**src/rtl/reflet_int_source.sv**
```systemverilog
// Interrupt request source: timer (ch0), edge-detected events (ch1-3) and software triggers
// latched into PENDING and gated by ENABLE. Optional macro REFLET_INT_SOURCE_SYNC_EN adds event synchronizers.
module reflet_int_source #(
    parameter int wordsize = 16,
    parameter int prescale = 1
) (
    input  logic                clk,
    input  logic                reset,
    input  logic [2:0]          addr,
    input  logic [wordsize-1:0] data_in,
    input  logic                write_en,
    output logic [wordsize-1:0] data_out,
    input  logic [2:0]          event_in,
    output logic [3:0]          irq
);

    localparam int            PW      = (prescale > 1) ? $clog2(prescale) : 1;
    localparam logic [PW-1:0] PS_LAST = PW'(prescale - 1);

    typedef enum logic {
        STOPPED = 1'b0,
        RUNNING = 1'b1
    } timer_state_t;

    timer_state_t        r_state;
    logic                r_oneshot;
    logic [wordsize-1:0] r_reload;
    logic [wordsize-1:0] r_count;
    logic [PW-1:0]       r_presc;
    logic [3:0]          r_pending;
    logic [3:0]          r_enable;
    logic [2:0]          r_ev_q;

    logic                w_wr_pending;
    logic                w_wr_enable;
    logic                w_wr_reload;
    logic                w_wr_control;
    logic                w_wr_trigger;
    logic                w_tick;
    logic                w_expire;
    logic [2:0]          w_ev;
    logic [2:0]          w_rise;
    logic [3:0]          w_set;
    logic [3:0]          w_clr;

    assign w_wr_pending = write_en && (addr == 3'd0);
    assign w_wr_enable  = write_en && (addr == 3'd1);
    assign w_wr_reload  = write_en && (addr == 3'd2);
    assign w_wr_control = write_en && (addr == 3'd4);
    assign w_wr_trigger = write_en && (addr == 3'd5);

`ifdef REFLET_INT_SOURCE_SYNC_EN
    logic [2:0] r_sync1;
    logic [2:0] r_sync2;

    always_ff @(posedge clk or posedge reset) begin
        if (reset) begin
            r_sync1 <= '0;
            r_sync2 <= '0;
        end else begin
            r_sync1 <= event_in;
            r_sync2 <= r_sync1;
        end
    end

    assign w_ev = r_sync2;
`else
    assign w_ev = event_in;
`endif

    // A level held high produces exactly one rise, so PENDING is set once per edge.
    assign w_rise   = w_ev & ~r_ev_q;
    assign w_tick   = (r_state == RUNNING) && (r_presc == PS_LAST);
    assign w_expire = w_tick && (r_count == '0);
    assign w_set    = {w_rise, w_expire} | (w_wr_trigger ? data_in[3:0] : 4'b0000);
    assign w_clr    = w_wr_pending ? data_in[3:0] : 4'b0000;

    // NOTE: sequential state uses non-blocking assignments so every flop samples pre-edge values.
    always_ff @(posedge clk or posedge reset) begin
        if (reset) begin
            r_ev_q    <= '0;
            r_pending <= '0;
            r_enable  <= '0;
        end else begin
            r_ev_q    <= w_ev;
            r_pending <= (r_pending & ~w_clr) | w_set;
            if (w_wr_enable) begin
                r_enable <= data_in[3:0];
            end
        end
    end

    always_ff @(posedge clk or posedge reset) begin
        if (reset) begin
            r_presc <= '0;
        end else if (r_state != RUNNING || w_tick) begin
            r_presc <= '0;
        end else begin
            r_presc <= r_presc + PW'(1);
        end
    end

    always_ff @(posedge clk or posedge reset) begin
        if (reset) begin
            r_state   <= STOPPED;
            r_oneshot <= 1'b0;
            r_reload  <= '0;
            r_count   <= '0;
        end else begin
            if (w_wr_reload) begin
                r_reload <= data_in;
            end
            case (r_state)
                STOPPED: begin
                    if (w_wr_reload) begin
                        r_count <= data_in;
                    end
                end
                RUNNING: begin
                    if (w_expire) begin
                        r_count <= r_reload;
                        if (r_oneshot) begin
                            r_state <= STOPPED;
                        end
                    end else if (w_tick) begin
                        r_count <= r_count - wordsize'(1);
                    end
                end
                default: r_state <= STOPPED;
            endcase
            // Placed last so a CONTROL write overrides a same-cycle one-shot stop.
            if (w_wr_control) begin
                r_state   <= timer_state_t'(data_in[0]);
                r_oneshot <= data_in[1];
            end
        end
    end

    // NOTE: data_out gets a default before the case so no latch is inferred.
    always_comb begin
        data_out = '0;
        case (addr)
            3'd0: data_out[3:0] = r_pending;
            3'd1: data_out[3:0] = r_enable;
            3'd2: data_out      = r_reload;
            3'd3: data_out      = r_count;
            3'd4: data_out[1:0] = {r_oneshot, (r_state == RUNNING)};
            default: data_out   = '0;
        endcase
    end

    assign irq = r_pending & r_enable;

endmodule
```
**config.mk**
```make
export PLATFORM = sky130hd
export DESIGN_NAME = reflet_int_source
export DESIGN_NICKNAME = d
export VERILOG_FILES = /design/src/rtl/reflet_int_source.sv
export SDC_FILE = /design/constraint.sdc
export NUM_CORES = 1
export LEC_CHECK = 0
export ABC_AREA = 0
export ABC_CLOCK_PERIOD_IN_PS = 2320
export BUFFER_PORTS_ARGS = -buffer_cell sky130_fd_sc_hd__buf_2
export CAP_MARGIN = 10
export CORE_MARGIN = 8
export CORE_UTILIZATION = 59
export CTS_BUF_LIST = sky130_fd_sc_hd__clkbuf_2 sky130_fd_sc_hd__clkbuf_4 sky130_fd_sc_hd__clkbuf_8
export DETAILED_ROUTE_END_ITERATION = 10
export PLACE_DENSITY_LB_ADDON = 0.2
export SETUP_SLACK_MARGIN = 0.3
export SLEW_MARGIN = 0
export SYNTH_ARGS = -nofsm -noshare
export SYNTH_HDL_FRONTEND = slang
export SYNTH_SLANG_ARGS = --single-unit
```
**constraint.sdc**
```tcl
create_clock -name clk -period 2.32 [get_ports clk]
set_input_delay 0.348 -clock clk [delete_from_list [all_inputs] [get_ports clk]]
set_output_delay 0.348 -clock clk [all_outputs]
set_load 0.01 [all_outputs]
```
==> summary.md, run 1 <==
| Metric | Value |
|---|---|
| DRT Pass-1 Iters | `5` |
| FF-to-FF End | `r_count[13]$_DFFE_PP0P_` |
| Final setup violation count | `0` |
| Num Clock Sinks | `46` |
| CP max stage cell | `dfrtp_1` |
| Post-Synthesis Cells | `312` |
| Drt total wl | `7390 µm` |
| Post-synthesis sequential area ratio | `41.2%` |
| Final hold vios | `0` |
| CTS Buf Count | `5` |
| CP startpoint kind | `flip-flop` |
| GR Overflow Total | `0` |
| Initial antenna violation count | `0` |
| Critical Path Fanout Max | `8` |
| Rel. slew slack | `62.4%` |
| Data required, critical path | `between 1.5 and 2 ns` |
| # DRC | `0` |
| Most frequent cells after synthesis | `nand2_1 (73), dfrtp_1 (46), nor2_1 (26)` |
| 1st-iter DRT viols | `219` |
| Hold crit path type | `in -> async` |
| Drt wl/cell | `17.7 µm` |
| FF-to-FF setup slack | `0.37 ns` |
| Worst-path clk slew | `0.10 ns` |
| Die height | `84.8 µm` |
| Seq cells post-synth | `46` |
| Hold buffer count at cts | `0` |
| Largest cells by area after synthesis | `dfrtp_1 (41%), nand2_1 (9.8%), mux2i_1 (6.8%)` |
| Root Driver | `clkbuf_8` |
| Gr usage total | `21.2%` |
| Minimum clock period | `1.98 ns` |
| Vias/cell | `6.09` |
| Avg Cell Area, Syn | `roughly 9 µm²` |
| CTS tree | `yes` |
| Peak supply drop | `approximately 740 µV` |
| Power Dens Cells | `871 nW/µm²` |
| Top-count cell post-synth | `nand2_1` |
| Static leakage | `about 0.0015 µW` |
| Nets | `388` |
| Met3 Track Usage GR | `4.63%` |
| Ys Warns | `0` |
| Diode count | `0` |
| Slew @ Worst Pin | `0.563 ns` |
| Port bufs | `44` |
| Arr. time, crit path | `approximately 1.6 ns` |
| HPWL Detailed | `5320 µm` |
| Most used routing layer | `met2` |
| Core Box Area | `approximately 4700 µm²` |
| Post-synthesis cell type count | `57` |
| Clk Latency, worst-skew pair | `0.31 ns` |
| Fmax | `0.506 GHz` |
| Initial core utilization | `60.0%` |
| Via Count | `2539` |
| Largest net degree at the start of global routing | `25` |
| Synth top area share | `41.2%` |
| Setup TNS | `0 ns` |
| H-tree levels | `2` |
| Vias in the first global route | `2446` |
| Period utilisation layout | `85.1%` |
| Async set-reset flop share out of synthesis | `100%` |
| First-pass GRT wire length | `around 12000 µm` |
| Max-Cap Viols | `0` |
| EDFF count, synth | `0` |
| Syn_nets | `between 300 and 400` |
| Max-slew violations | `0` |
| Met1 usage | `28.2%` |
| CP Cell Sequence | `mux4_2 > and2_1 > buf_2` |
| ANT nets after route | `0` |
| Setup Crit Path Kind | `reg -> out` |
| Die area | `~7200 µm²` |
| Width of the die | `approximately 85 µm` |
| Mapped Area | `2800 µm²` |
| Max stage delay on crit path | `~0.52 ns` |
| RSZ-0062 raised after global routing | `no` |
| Design Power | `2850 µW` |
| Dominant synthesized flop cell | `dfrtp_1` |
| Grt met2 use | `roughly a third` |
| Rows | `25` |
| Status | `completed` |
| Synth-to-layout area growth | `17.2%` |
| Worst r2r src | `r_count[2]$_DFFE_PP0P_` |
| Layout Skew | `0.0137 ns` |
| Worst setup EP type | `output pin` |
| Layout cells sized above 1 | `27.3%` |
| Clock Path Buffers | `2` |
| R2R depth | `5` |
| Yosys top cell by area | `dfrtp_1` |
| Gpl congestion | `0.925` |
| IO Pins | `45` |
==> flip-flops by register name (all words and copies together) (netlist names) <==
| name | count |
|---|---|
| r_enable | 4 |
| r_ev_q | 3 |
| r_pending | 4 |
| r_state | 1 |
| r_reload | 16 |
| r_oneshot | 1 |
| r_presc | 1 |
| r_count | 16 |
==> how the worst max path moves through the flow <==
stage | slack (ns) | depth (start not counted) | startpoint | to
global placement | 0.32 | 6 | r_count[0]$_DFFE_PP0P_ | r_count[10]$_DFFE_PP0P_
detailed placement | 0.19 | 6 | r_count[0]$_DFFE_PP0P_ | r_count[10]$_DFFE_PP0P_
floorplan | 0.36 | 9 | r_count[1]$_DFFE_PP0P_ | r_count[8]$_DFFE_PP0P_
CTS | 0.31 | 7 | r_count[0]$_DFFE_PP0P_ | r_count[6]$_DFFE_PP0P_
global route | 0.31 | 7 | r_count[4]$_DFFE_PP0P_ | r_count[3]$_DFFE_PP0P_
finish | 0.34 | 3 | r_count[2]$_DFFE_PP0P_ | data_out[2]
==> critical path, delay by kind of cell, from the launching register on <==
kind | cells | cell delay, ns
flops | 1 | 0.52
mux | 1 | 0.50
simple gates | 1 | 0.17
buf+inv | 1 | 0.13
==> per-stage QoR <==
stage | utilization, % | instance area [µm²] | setup WS [ns] | std cells | hold WS (ns)
after floorplan | - | 2800 | 0.357 | 312 | 0.379
after global placement | 66.4 | 3090 | 0.323 | 404 | 0.414
after detailed placement | 66.4 | 3090 | 0.188 | 404 | 0.413
after CTS | 69.4 | 3230 | 0.307 | 415 | 0.0869
after global routing | 70.3 | 3280 | 0.308 | 417 | 0.111
final | 70.3 | 3280 | 0.345 | 417 | 0.0744
==> what timing repair did <==
action	CTS	global route
pin swaps	0	3
setup buffers	3	2
setup endpoints to repair	15	15
resized for setup	2	9
==> cell type report <==
class / instances / area [µm²]
Inverter: 7 / 26.3
Multi-Input combinational cell: 241 / 1560
Fill cell: 383 / 1390
Clock buffer: 6 / 76.3
Sequential cell: 46 / 1150
Timing Repair Buffer: 61 / 360
Clock inverter: 2 / 37.5
Tap cell: 54 / 67.6
==> cells by family (layout without fill, tap and decap cells) <==
| group | Yosys count | count (layout) | synth area share [%] |
|---|---|---|---|
| and+or+nand+nor | 148 | 148 | 26.2 |
| AOI/OAI and AO/OA | 57 | 57 | 14.0 |
| DFF | 46 | 46 | 41.2 |
| muxes | 29 | 29 | 12.0 |
| buffers and inverters | 25 | 76 | 4.43 |
| xor gates and xnor gates | 5 | 5 | 1.57 |
| adders and majority gates | 1 | 1 | 0.448 |
| other | 1 | 1 | 0.134 |
==> where the power goes <==
group / switching, µW / internal (µW)
sequential: 323 / 1010
combinational: 442 / 467
clock: 281 / 333
total: 1050 / 1810
==> routing by layer <==
metal | vias up | wire (µm)
met5 | - | 0
met4 | 0 | 87
met3 | 9 | 482
met2 | 99 | 3510
met1 | 1216 | 3300
li1 | 1215 | -
==> cell usage in the layout, fill, tap and decap left out, types with 2 or more instances in the layout <==
master    count
or3_1         6
clkbuf_8      5
a221o_1       4
a41o_1        2
xor2_1        3
mux2_2        7
mux4_2        3
nor2b_1       4
or4_1         3
a21oi_1       7
nor3_1        9
buf_2        44
inv_1         4
buf_4        16
xnor2_1       2
inv_2         3
nor2_1       25
nor3_2        2
dfrtp_1      45
or4_4         2
and2_1        6
a31oi_1       6
a21boi_1      2
nand4_1       3
o21ai_1       3
o31ai_1       2
nand2_1      72
a211oi_1      2
o21ai_0       9
o22ai_1      10
mux2i_1      19
Note: power is estimated with default switching activity, not from simulation.
==> inputs of run 2 (changes only) <==
--- a/config.mk
+++ b/config.mk
@@ -7,7 +7,7 @@
 export LEC_CHECK = 0
 export ABC_AREA = 0
 export ABC_CLOCK_PERIOD_IN_PS = 2320
-export BUFFER_PORTS_ARGS = -buffer_cell sky130_fd_sc_hd__buf_2
+export BUFFER_PORTS_ARGS = -buffer_cell sky130_fd_sc_hd__buf_4
 export CAP_MARGIN = 10
 export CORE_MARGIN = 8
 export CORE_UTILIZATION = 59
==> summary.md, run 2 (synthesis results as in run 1) <==
| Metric | Value |
|---|---|
| Status | `completed` |
| Diode count | `0 (unchanged)` |
| Final core utilization | `71.7% (+1.4 points)` |
| Gr usage total | `21.2% (about the same)` |
| Worst setup EP type | `flip-flop` |
| Critical Path Fanout Max | `9 (+1)` |
| Num Clock Sinks | `46 (unchanged)` |
| Switch Pwr | `1050 µW (+0.31%)` |
| CTS Buf Count | `5 (unchanged)` |
| Setup Crit Path Kind | `reg -> reg` |
| Logic pwr share | `33.9% (+2.0 points)` |
| Worst-path clk slew | `0.09 ns (about the same)` |
| CP startpoint kind | `flip-flop` |
| Data required, critical path | `2.52 ns (+0.55 ns)` |
| 1st-iter DRT viols | `216 (-1.4%)` |
| Pre-CTS setup slack | `0.206 ns (+0.0176 ns)` |
| Vias/cell | `6.09 (about the same)` |
| Period utilisation layout | `85.4% (+0.29 points)` |
| HPWL Detailed | `5340 µm (+0.25%)` |
| Vias in the first global route | `2461 (+0.61%)` |
| Clock power share | `18.3% (-3.3 points)` |
| ANT nets after route | `0 (unchanged)` |
| Rows | `25 (unchanged)` |
| Max-slew violations | `0 (unchanged)` |
| Fmax | `0.505 GHz (-0.34%)` |
| Clock Path Buffers | `2 (unchanged)` |
| Die height | `84.8 µm (unchanged)` |
| Peak supply drop | `561 µV (-24%)` |
| RSZ-0062 raised after global routing | `yes` |
| Static leakage | `0.00151 µW (+0.12%)` |
| Drt total wl | `7420 µm (+0.47%)` |
| Internal power | `1710 µW (-5.5%)` |
| Rel. slew slack | `64.0% (+1.6 points)` |
| Power share of the sequential group | `47.8% (+1.2 points)` |
| GR Overflow Total | `0 (unchanged)` |
| Commonest non-fill, non-tap cell in the layout | `nand2_1` |
| Power Dens Cells | `825 nW/µm² (-5.3%)` |
| Width of the die | `84.8 µm (unchanged)` |
| Layout Skew | `0.00482 ns (-0.00892 ns)` |
| Port bufs | `44 (unchanged)` |
| Clk Latency, worst-skew pair | `0.30 ns (about the same)` |
| Hold Slack | `0.0863 ns (+0.0119 ns)` |
| Nets | `385 (-0.77%)` |
| Arr. time, crit path | `2.19 ns (+0.56 ns)` |
| Die area | `7200 µm² (unchanged)` |
| DRT Pass-1 Iters | `4 (-1)` |
| IO Pins | `45 (unchanged)` |
| Synth-to-layout area growth | `19.5%` |
| Worst r2r src | `r_count[0]$_DFFE_PP0P_` |
| Layout cells sized above 1 | `25.8% (-1.4 points)` |
| Slew @ Worst Pin | `0.536 ns (-0.0273 ns)` |
| Placed Cells | `404 (unchanged)` |
| Drt wl/cell | `17.9 µm (+1.2%)` |
| Gpl congestion | `0.935 (+1.1%)` |
| Initial core utilization | `60.0% (unchanged)` |
| Largest registers | `r_count x16, r_reload x16` |
| Switching share of power | `38.1% (+1.4 points)` |
| FF-to-FF setup slack | `0.34 ns (-0.03 ns)` |
| # DRC | `0 (unchanged)` |
| Fin cells | `414 (-0.72%)` |
| Max stage delay on crit path | `0.57 ns (+0.05 ns)` |
| Setup TNS | `0 ns (unchanged)` |
| CP Cell Sequence | `buf_4 > or4_4 > nor2_4 > a21boi_1 > a41o_1 > a31o_1` |
| Worst setup margin | `0.338 ns (-0.00669 ns)` |
| Initial antenna violation count | `0 (unchanged)` |
| Largest net degree at the start of global routing | `25 (unchanged)` |
| Most frequent cells in the layout | `nand2_1 (73), buf_4 (57), dfrtp_1 (46), nor2_1 (25), mux2i_1 (19)` |
| Core Box Area | `4660 µm² (unchanged)` |
| Minimum clock period | `1.98 ns (+0.00669 ns)` |
| R2R depth | `6 (+1)` |
| First-pass GRT wire length | `12400 µm (+0.40%)` |
| Root Driver | `clkbuf_8` |
| CP max stage cell | `or4_4` |
| Final hold vios | `0 (unchanged)` |
| H-tree levels | `2 (unchanged)` |
| CTS tree | `yes` |
| Hold crit path type | `in -> async` |
| Via Count | `2521 (-0.71%)` |
| FF-to-FF End | `r_count[13]$_DFFE_PP0P_` |
| Final setup violation count | `0 (unchanged)` |
| Max-Cap Viols | `0 (unchanged)` |
[run 2: cell types whose count changed in the layout (fill, tap and decap cells not counted), sizes merged]
| cell | previous run | this run |
|---|---|---|
| buf | 61 | 58 |
| clkinv | 0 | 2 |
| bufinv | 1 | 0 |
| clkbuf | 6 | 5 |
[run 2: how the worst max path moves through the flow]
stage,from,endpoint
floorplan,r_count[1]$_DFFE_PP0P_,r_count[8]$_DFFE_PP0P_
global placement,r_count[0]$_DFFE_PP0P_,r_count[10]$_DFFE_PP0P_
detailed placement,r_count[0]$_DFFE_PP0P_,r_count[10]$_DFFE_PP0P_
CTS,r_count[0]$_DFFE_PP0P_,r_count[6]$_DFFE_PP0P_
global route,r_count[0]$_DFFE_PP0P_,r_count[13]$_DFFE_PP0P_
finish,r_count[0]$_DFFE_PP0P_,r_count[13]$_DFFE_PP0P_
[run 2: through the flow]
stage,power (µW),area (µm²)
final,2760,3340
after floorplan,1910,2800
after detailed placement,2210,3200
after global routing,2920,3340
after global placement,2180,3200
after CTS,2710,3310
[run 2: final cells by class]
cell class | count | area, µm²
clock buffer | 5 | 68.8
clock inverter | 3 | 21.3
fill | 400 | 1320
inverter | 7 | 26.3
multi-input combinational | 241 | 1560
sequential | 46 | 1150
tap | 54 | 67.6
timing repair buffer | 58 | 448
[run 2: what timing repair did]
action / CTS / global route
pin swaps: 0 / 1
hold buffers: 0 / 0
cloned: 0 / 0
endpoints found under the setup margin: 14 / 7
buffers inserted: 1 / 1
resized for setup: 3 / 6
[run 2: critical path, delay by kind of cell (launching register included)]
kind,cells,cell delay [ns]
AND/OR/NAND/NOR,2,0.82
AO/OA/AOI/OAI,3,0.51
flip-flops,1,0.40
buffers and inverters,1,0.16
[run 2: per-layer routing]
| layer | wire (µm) | up-vias | global-route usage, % |
|---|---|---|---|
| li1 | - | 1199 | - |
| met1 | 3350 | 1241 | 28.6 |
| met2 | 3600 | 74 | 33.3 |
| met3 | 407 | 7 | 4.05 |
| met4 | 67 | 0 | 6.80 |
| met5 | 0 | - | 0 |
[run 2: power groups by stage]
stage                     combinational (µW)  sequential, µW  clock, µW
after floorplan                          715            1200          0
after global placement                   868            1310          0
after detailed placement                 883            1320          0
after CTS                                898            1310        509
after global routing                    1040            1350        530
final                                    935            1320        504
